$ cat config.mk
export PLATFORM = sky130hd
export DESIGN_NAME = interrupt_ctrl
export DESIGN_NICKNAME = d
export VERILOG_FILES = /design/src/rtl/interrupt_ctrl.sv
export SDC_FILE = /design/constraint.sdc
export NUM_CORES = 1
export LEC_CHECK = 0
export ABC_AREA = 1
export BUFFER_PORTS_ARGS = -buffer_cell sky130_fd_sc_hd__buf_2
export CAP_MARGIN = 25
export CORE_AREA = 5 5 60 62
export DETAILED_ROUTE_END_ITERATION = 7
export DIE_AREA = 0 0 65 67
export PLACE_DENSITY = 0.83
export SLEW_MARGIN = 25
export SYNTH_ARGS = -nofsm -noshare
export SYNTH_HDL_FRONTEND = slang
export SYNTH_SLANG_ARGS = --single-unit
$ cat constraint.sdc
create_clock -name clk -period 2.3 [get_ports clk]
set_input_delay 0.69 -clock clk [delete_from_list [all_inputs] [get_ports clk]]
set_output_delay 0.69 -clock clk [all_outputs]
set_load 0.05 [all_outputs]
$ cat src/rtl/interrupt_ctrl.sv
// interrupt_ctrl: collects external and timer interrupt pulses into a pending
// register, and arbitrates among the enabled ones with a fixed priority.
// It presents the winner to the privilege unit as a level request (eip) and
// waits for the acknowledge. After each acknowledge it enforces a short quiet
// gap before the next request is raised.
// The register block gives PENDING (W1C), MASK, and CLAIM (last acknowledged
// grant).
module interrupt_ctrl #(
  parameter int NSRC = 4
) (
  input  logic            clk,
  input  logic            rst,
  input  logic [NSRC-1:0] irq,
  input  logic            timer_irq,
  input  logic [3:0]      a,
  input  logic [31:0]     d,
  input  logic            we,
  output logic [31:0]     spo,
  output logic            eip,
  output logic            eip_istimer,
  input  logic            eip_reply
);

  localparam logic [1:0] ST_IDLE   = 2'd0;
  localparam logic [1:0] ST_ASSERT = 2'd1;
  localparam logic [1:0] ST_GAP    = 2'd2;

  logic [NSRC:0] pend_r;
  logic [NSRC:0] mask_r;
  logic [1:0]    state_r;
  logic [1:0]    gap_r;
  logic [2:0]    grant_id_r;
  logic          grant_tmr_r;
  logic          claim_valid_r;
  logic          claim_tmr_r;
  logic [2:0]    claim_id_r;
  logic          eip_r;
  logic          eip_tmr_r;

  logic [NSRC:0] elig_s;
  logic [NSRC:0] set_s;
  logic [NSRC:0] clr_s;
  logic [2:0]    sel_id_s;
  logic          sel_tmr_s;
  logic          sel_any_s;
  logic          ack_s;
  logic          unused_s;

  assign elig_s      = pend_r & mask_r;
  assign set_s       = {timer_irq, irq};
  assign ack_s       = (state_r == ST_ASSERT) && eip_reply;
  assign eip         = eip_r;
  assign eip_istimer = eip_tmr_r;
  // Low address bits and upper data bits carry no meaning for this block.
  assign unused_s    = ^{a[1:0], d};

  // Fixed-priority arbiter: lowest-index eligible external source wins, the
  // timer only when no external source is eligible.
  always_comb begin
    sel_id_s  = 3'd0;
    sel_any_s = |elig_s;
    for (int i = NSRC - 1; i >= 0; i--) begin
      if (elig_s[i]) begin
        sel_id_s = 3'(i);
      end else begin
        sel_id_s = sel_id_s;
      end
    end
    sel_tmr_s = elig_s[NSRC] & ~(|elig_s[NSRC-1:0]);
  end

  // Bits to clear this cycle: software W1C plus the acknowledged grant.
  always_comb begin
    clr_s = '0;
    if (we && (a[3:2] == 2'd0)) begin
      clr_s = d[NSRC:0];
    end else begin
      clr_s = '0;
    end
    if (ack_s) begin
      if (grant_tmr_r) begin
        clr_s[NSRC] = 1'b1;
      end else begin
        for (int i = 0; i < NSRC; i++) begin
          if (int'(grant_id_r) == i) begin
            clr_s[i] = 1'b1;
          end else begin
            clr_s[i] = clr_s[i];
          end
        end
      end
    end else begin
      clr_s = clr_s;
    end
  end

  // Combinational register read mux.
  always_comb begin
    case (a[3:2])
      2'd0:    spo = {{(31 - NSRC){1'b0}}, pend_r};
      2'd1:    spo = {{(31 - NSRC){1'b0}}, mask_r};
      2'd2:    spo = {claim_valid_r, 22'd0, claim_tmr_r, 5'd0, claim_id_r};
      default: spo = 32'd0;
    endcase
  end

  // Pending bits: a new pulse always wins over any clear in the same cycle.
  always_ff @(posedge clk or negedge rst) begin
    if (!rst) begin
      pend_r <= '0;
    end else begin
      pend_r <= (pend_r & ~clr_s) | set_s;
    end
  end

  // Mask register, writable at any time.
  always_ff @(posedge clk or negedge rst) begin
    if (!rst) begin
      mask_r <= '0;
    end else if (we && (a[3:2] == 2'd1)) begin
      mask_r <= d[NSRC:0];
    end else begin
      mask_r <= mask_r;
    end
  end

  // Request handshake FSM: arbitrate, hold the request, then enforce the gap.
  always_ff @(posedge clk or negedge rst) begin
    if (!rst) begin
      state_r       <= ST_IDLE;
      gap_r         <= 2'd0;
      grant_id_r    <= 3'd0;
      grant_tmr_r   <= 1'b0;
      claim_valid_r <= 1'b0;
      claim_tmr_r   <= 1'b0;
      claim_id_r    <= 3'd0;
      eip_r         <= 1'b0;
      eip_tmr_r     <= 1'b0;
    end else begin
      case (state_r)
        ST_IDLE: begin
          if (sel_any_s) begin
            grant_tmr_r <= sel_tmr_s;
            grant_id_r  <= sel_tmr_s ? 3'd0 : sel_id_s;
            eip_r       <= 1'b1;
            eip_tmr_r   <= sel_tmr_s;
            state_r     <= ST_ASSERT;
          end else begin
            state_r     <= ST_IDLE;
          end
        end
        ST_ASSERT: begin
          if (eip_reply) begin
            eip_r         <= 1'b0;
            eip_tmr_r     <= 1'b0;
            claim_valid_r <= 1'b1;
            claim_tmr_r   <= grant_tmr_r;
            claim_id_r    <= grant_id_r;
            gap_r         <= 2'd2;
            state_r       <= ST_GAP;
          end else begin
            state_r       <= ST_ASSERT;
          end
        end
        ST_GAP: begin
          if (gap_r <= 2'd1) begin
            gap_r   <= 2'd0;
            state_r <= ST_IDLE;
          end else begin
            gap_r   <= gap_r - 2'd1;
            state_r <= ST_GAP;
          end
        end
        default: begin
          state_r   <= ST_IDLE;
          gap_r     <= 2'd0;
          eip_r     <= 1'b0;
          eip_tmr_r <= 1'b0;
        end
      endcase
    end
  end

endmodule

==> metrics.md <==
| Metric | Value |
|---|---|
| Tmin final | `approximately 2.2 ns` |
| IO Count | `79` |
| Initial core utilization | `between 40% and 50%` |
| Final Hold Slack | `0.314 ns` |
| Status | `finished, final reports clean` |
| Clock buffer depth | `2` |
| CP Launch Type | `input pin` |
| Full die area | `between 0.004 and 0.005 mm^2` |
| Power density over the cells | `960 mW/mm^2` |
| Count of cell types in the netlist | `20` |
| Buf/Inv on CP | `3` |
| GRT Overall Usage | `12.2%` |
| Worst path cell trace | `buf_2, nor2_2, buf_12, nand2_1, o211ai_1, buf_2` |
| Fin nets | `235` |
| DRC | `0` |
| Worst endpoint required time | `1.61 ns` |
| Critical path type | `in2out` |
| Main synth FF type | `dfrtp_1` |
| Layout cell share with drive strength beyond 1 | `23.2%` |
| Final design instance area without fill | `0.00148 mm^2` |
| Worst skew pair latency | `0.32 ns` |
| Max-slew headroom | `66.0%` |
| Worst Hold Class | `in2async` |
| RSZ-0062 raised after global routing | `no` |
| FILL cells | `290` |
| Sequential share of power | `41.0%` |
| Ant diodes | `0` |
| Total wire length | `2.55 mm` |
| WL/cell | `11.7 um` |
| Layout Cells excl Fill | `about 220` |
| CP top delay family | `buffers and inverters` |
| TNS Setup | `0 ns` |
| Post-route ant nets | `0` |
| Top-area cell type share of the netlist area | `a little over two fifths` |
| Final clock skew | `0.00345 ns` |
| Vias in the first global route | `969` |
| Largest net degree at the start of global routing | `24` |
| Clock sink count | `23` |
| DRT Pass-1 Iters | `4` |
| Syn avg cell area | `8.70 um^2` |
| Count leader, synth | `nand2_1` |
| Slew Viols, Final | `0` |
| FF+latch count, synth | `23` |
| Crit path max fanout | `10` |
| Detailed Route Iter0 Violations | `between 60 and 70` |
| Post-Syn Instances | `157` |
| Hold_buf cts | `0` |
| Global route overflow | `0` |
| H-Tree Level Count | `1` |
| Post-DR vias/cell | `4.76` |
| Setup violation total in the final timing report | `0` |
| Cell area after synthesis | `approximately 0.0014 mm^2` |
| Number of max-cap violations | `0` |
| Synth top area cells | `dfrtp_1 42%, buf_4 14%, nand2_1 9.6%` |
| Leading area contributor after synthesis | `dfrtp_1` |
| Routed via count | `1037` |
| Number of flops mapped to enable cells by yosys | `0` |
| Post-Place Cell Area | `0.00146 mm^2` |
| Crit path DAT | `approximately 1.5 ns` |
| CTS tree | `done` |
| Max IR drop VDD | `0.361 mV` |
| Fin crit share | `96.7%` |
| Initial antenna violation count | `0` |
| Root buf cell | `clkbuf_4` |
| Sequential fraction of the synthesis area | `42.1%` |
| Commonest cells post-synth | `35 x nand2_1, 25 x buf_4, 23 x dfrtp_1, 17 x nand3_1, 15 x inv_1` |
| CP dominant cell by count | `buf_2` |
| Final Hold Viols | `0` |
| HPWL after detailed placement | `2.02 mm` |
| Worst Tran Pin Value | `0.511 ns` |
| Post-CTS Resized | `0` |
| P_leak | `0.796 nW` |
| Sw Ratio | `46.3%` |
| Num CTS Buffers | `3` |
| Worst stage delay on the critical path | `0.28 ns` |
| DP Worst Slack | `0.0685 ns` |
| Post-CTS Setup Inserts | `0` |
| CORE AREA | `0.00298 mm^2` |
| Port Buf Inserts | `24` |
| Cells after DPL | `approximately 210` |
| Die W | `~65 um` |
| Fraction of registers with async set/reset | `between 90% and 100%` |
| Die Ht | `67 um` |
| Pint | `approximately 0.00076 W` |
| CP max stage cell | `buf_2` |
| Clock group share of total power | `13.8%` |
| Clock-pin slew on the worst setup and hold paths | `0.13 ns` |
| Rows | `20` |
| Yosys warnings | `0` |
| First-pass GRT wire length | `around 4.1 mm` |
| Placer congestion estimate | `0.786` |
| Fmax | `approximately 450 MHz` |
| NetSw | `0.000659 W` |
| Crit. End Element | `output port` |
| Final WS setup | `0.0762 ns` |
| Area Growth Syn to Fin | `8.52%` |
| Combinational share of power | `45.1%` |
through the flow:
| stage | util [%] | power (W) |
|---|---|---|
| after floorplan | - | 0.00113 |
| after global placement | 48.9 | 0.00122 |
| after detailed placement | 48.9 | 0.00124 |
| after CTS | 49.8 | 0.00143 |
| after global routing | 49.8 | 0.00153 |
| final | 49.8 | 0.00142 |
state kept, by name, summed over array words and instances, names as in the netlist:
| signal | count |
|---|---|
| claim_id_r | 2 |
| claim_tmr_r | 1 |
| claim_valid_r | 1 |
| eip | 1 |
| eip_istimer | 1 |
| gap_r | 2 |
| grant_id_r | 2 |
| grant_tmr_r | 1 |
| mask_r | 5 |
| pend_r | 5 |
| state_r | 2 |
layout by cell type, fill, tap and decap left out:
cell type,synthesis,routed
a21oi_1,5,5
a22o_1,2,2
a31o_1,4,4
a31o_2,1,1
buf_12,0,1
buf_2,0,24
clkbuf_4,0,3
clkinv_2,0,1
conb_1,1,25
dfrtp_1,23,23
ha_1,4,4
inv_1,15,14
inv_4,0,1
mux2_4,5,5
nand2_1,35,34
nand2_2,2,3
nand2_4,1,1
nand3_1,17,17
nand4_1,2,2
nor2_1,6,6
nor2_2,2,2
nor2_4,1,1
o211ai_1,1,1
o21ai_0,5,5
cell families (layout without fill, tap and decap cells):
kind of cell,Yosys count,after routing,share of synthesized area [%]
mux,5,5,5.49
other cells,1,25,0.274
compound gates,18,18,8.70
flops,23,23,42.1
simple gates,66,66,21.9
fa+ha+maj,4,4,3.66
buf+inv,40,44,17.9
metal layers:
layer  share of wire, %  wire length [um]  vias up  GRT usage [%]
met5                  0                 0        -              0
met4                2.1                53        0           6.33
met3                5.0               128        5           2.02
met2                 49              1240       30           21.3
met1                 44              1130      480           14.2
li1                   -                 -      522              -
layout make-up:
cell class | instances | area (um^2) | share of cell area [%]
repair buffers | 25 | 140 | 9.45
clock inverters | 1 | 5.00 | 0.338
flip-flops and latches | 23 | 576 | 38.8
well taps | 33 | 41.3 | 2.78
clock buffers | 3 | 22.5 | 1.52
multi-input cells | 118 | 639 | 43.1
inverters | 15 | 58.8 | 3.97
path summary, 6_finish.rpt:
| check | slack, ns | cells past startpoint | endpoint | start |
|---|---|---|---|---|
| worst max register to register | 0.82 | 6 | pend_r[2] | state_r[1] |
| worst min register to register | 0.48 | 2 | eip | eip |
| worst min-delay path | 0.31 | 1 | pend_r[3] | rst |
| max in group asynchronous | 1.64 | 1 | eip_istimer | rst |
| min in group clk | 0.48 | 2 | eip | eip |
| worst max-delay path | 0.08 | 6 | spo[0] | a[3] |
power by group through the flow:
stage / logic [W] / registers [W] / clock network, W
final: 0.000642 / 0.000584 / 0.000197
after global routing: 0.000719 / 0.000598 / 0.000211
after CTS: 0.000647 / 0.000585 / 0.000201
after detailed placement: 0.000646 / 0.000592 / 0
after global placement: 0.000633 / 0.000587 / 0
after floorplan: 0.000520 / 0.000613 / 0
(Power assumes the default switching activity.)
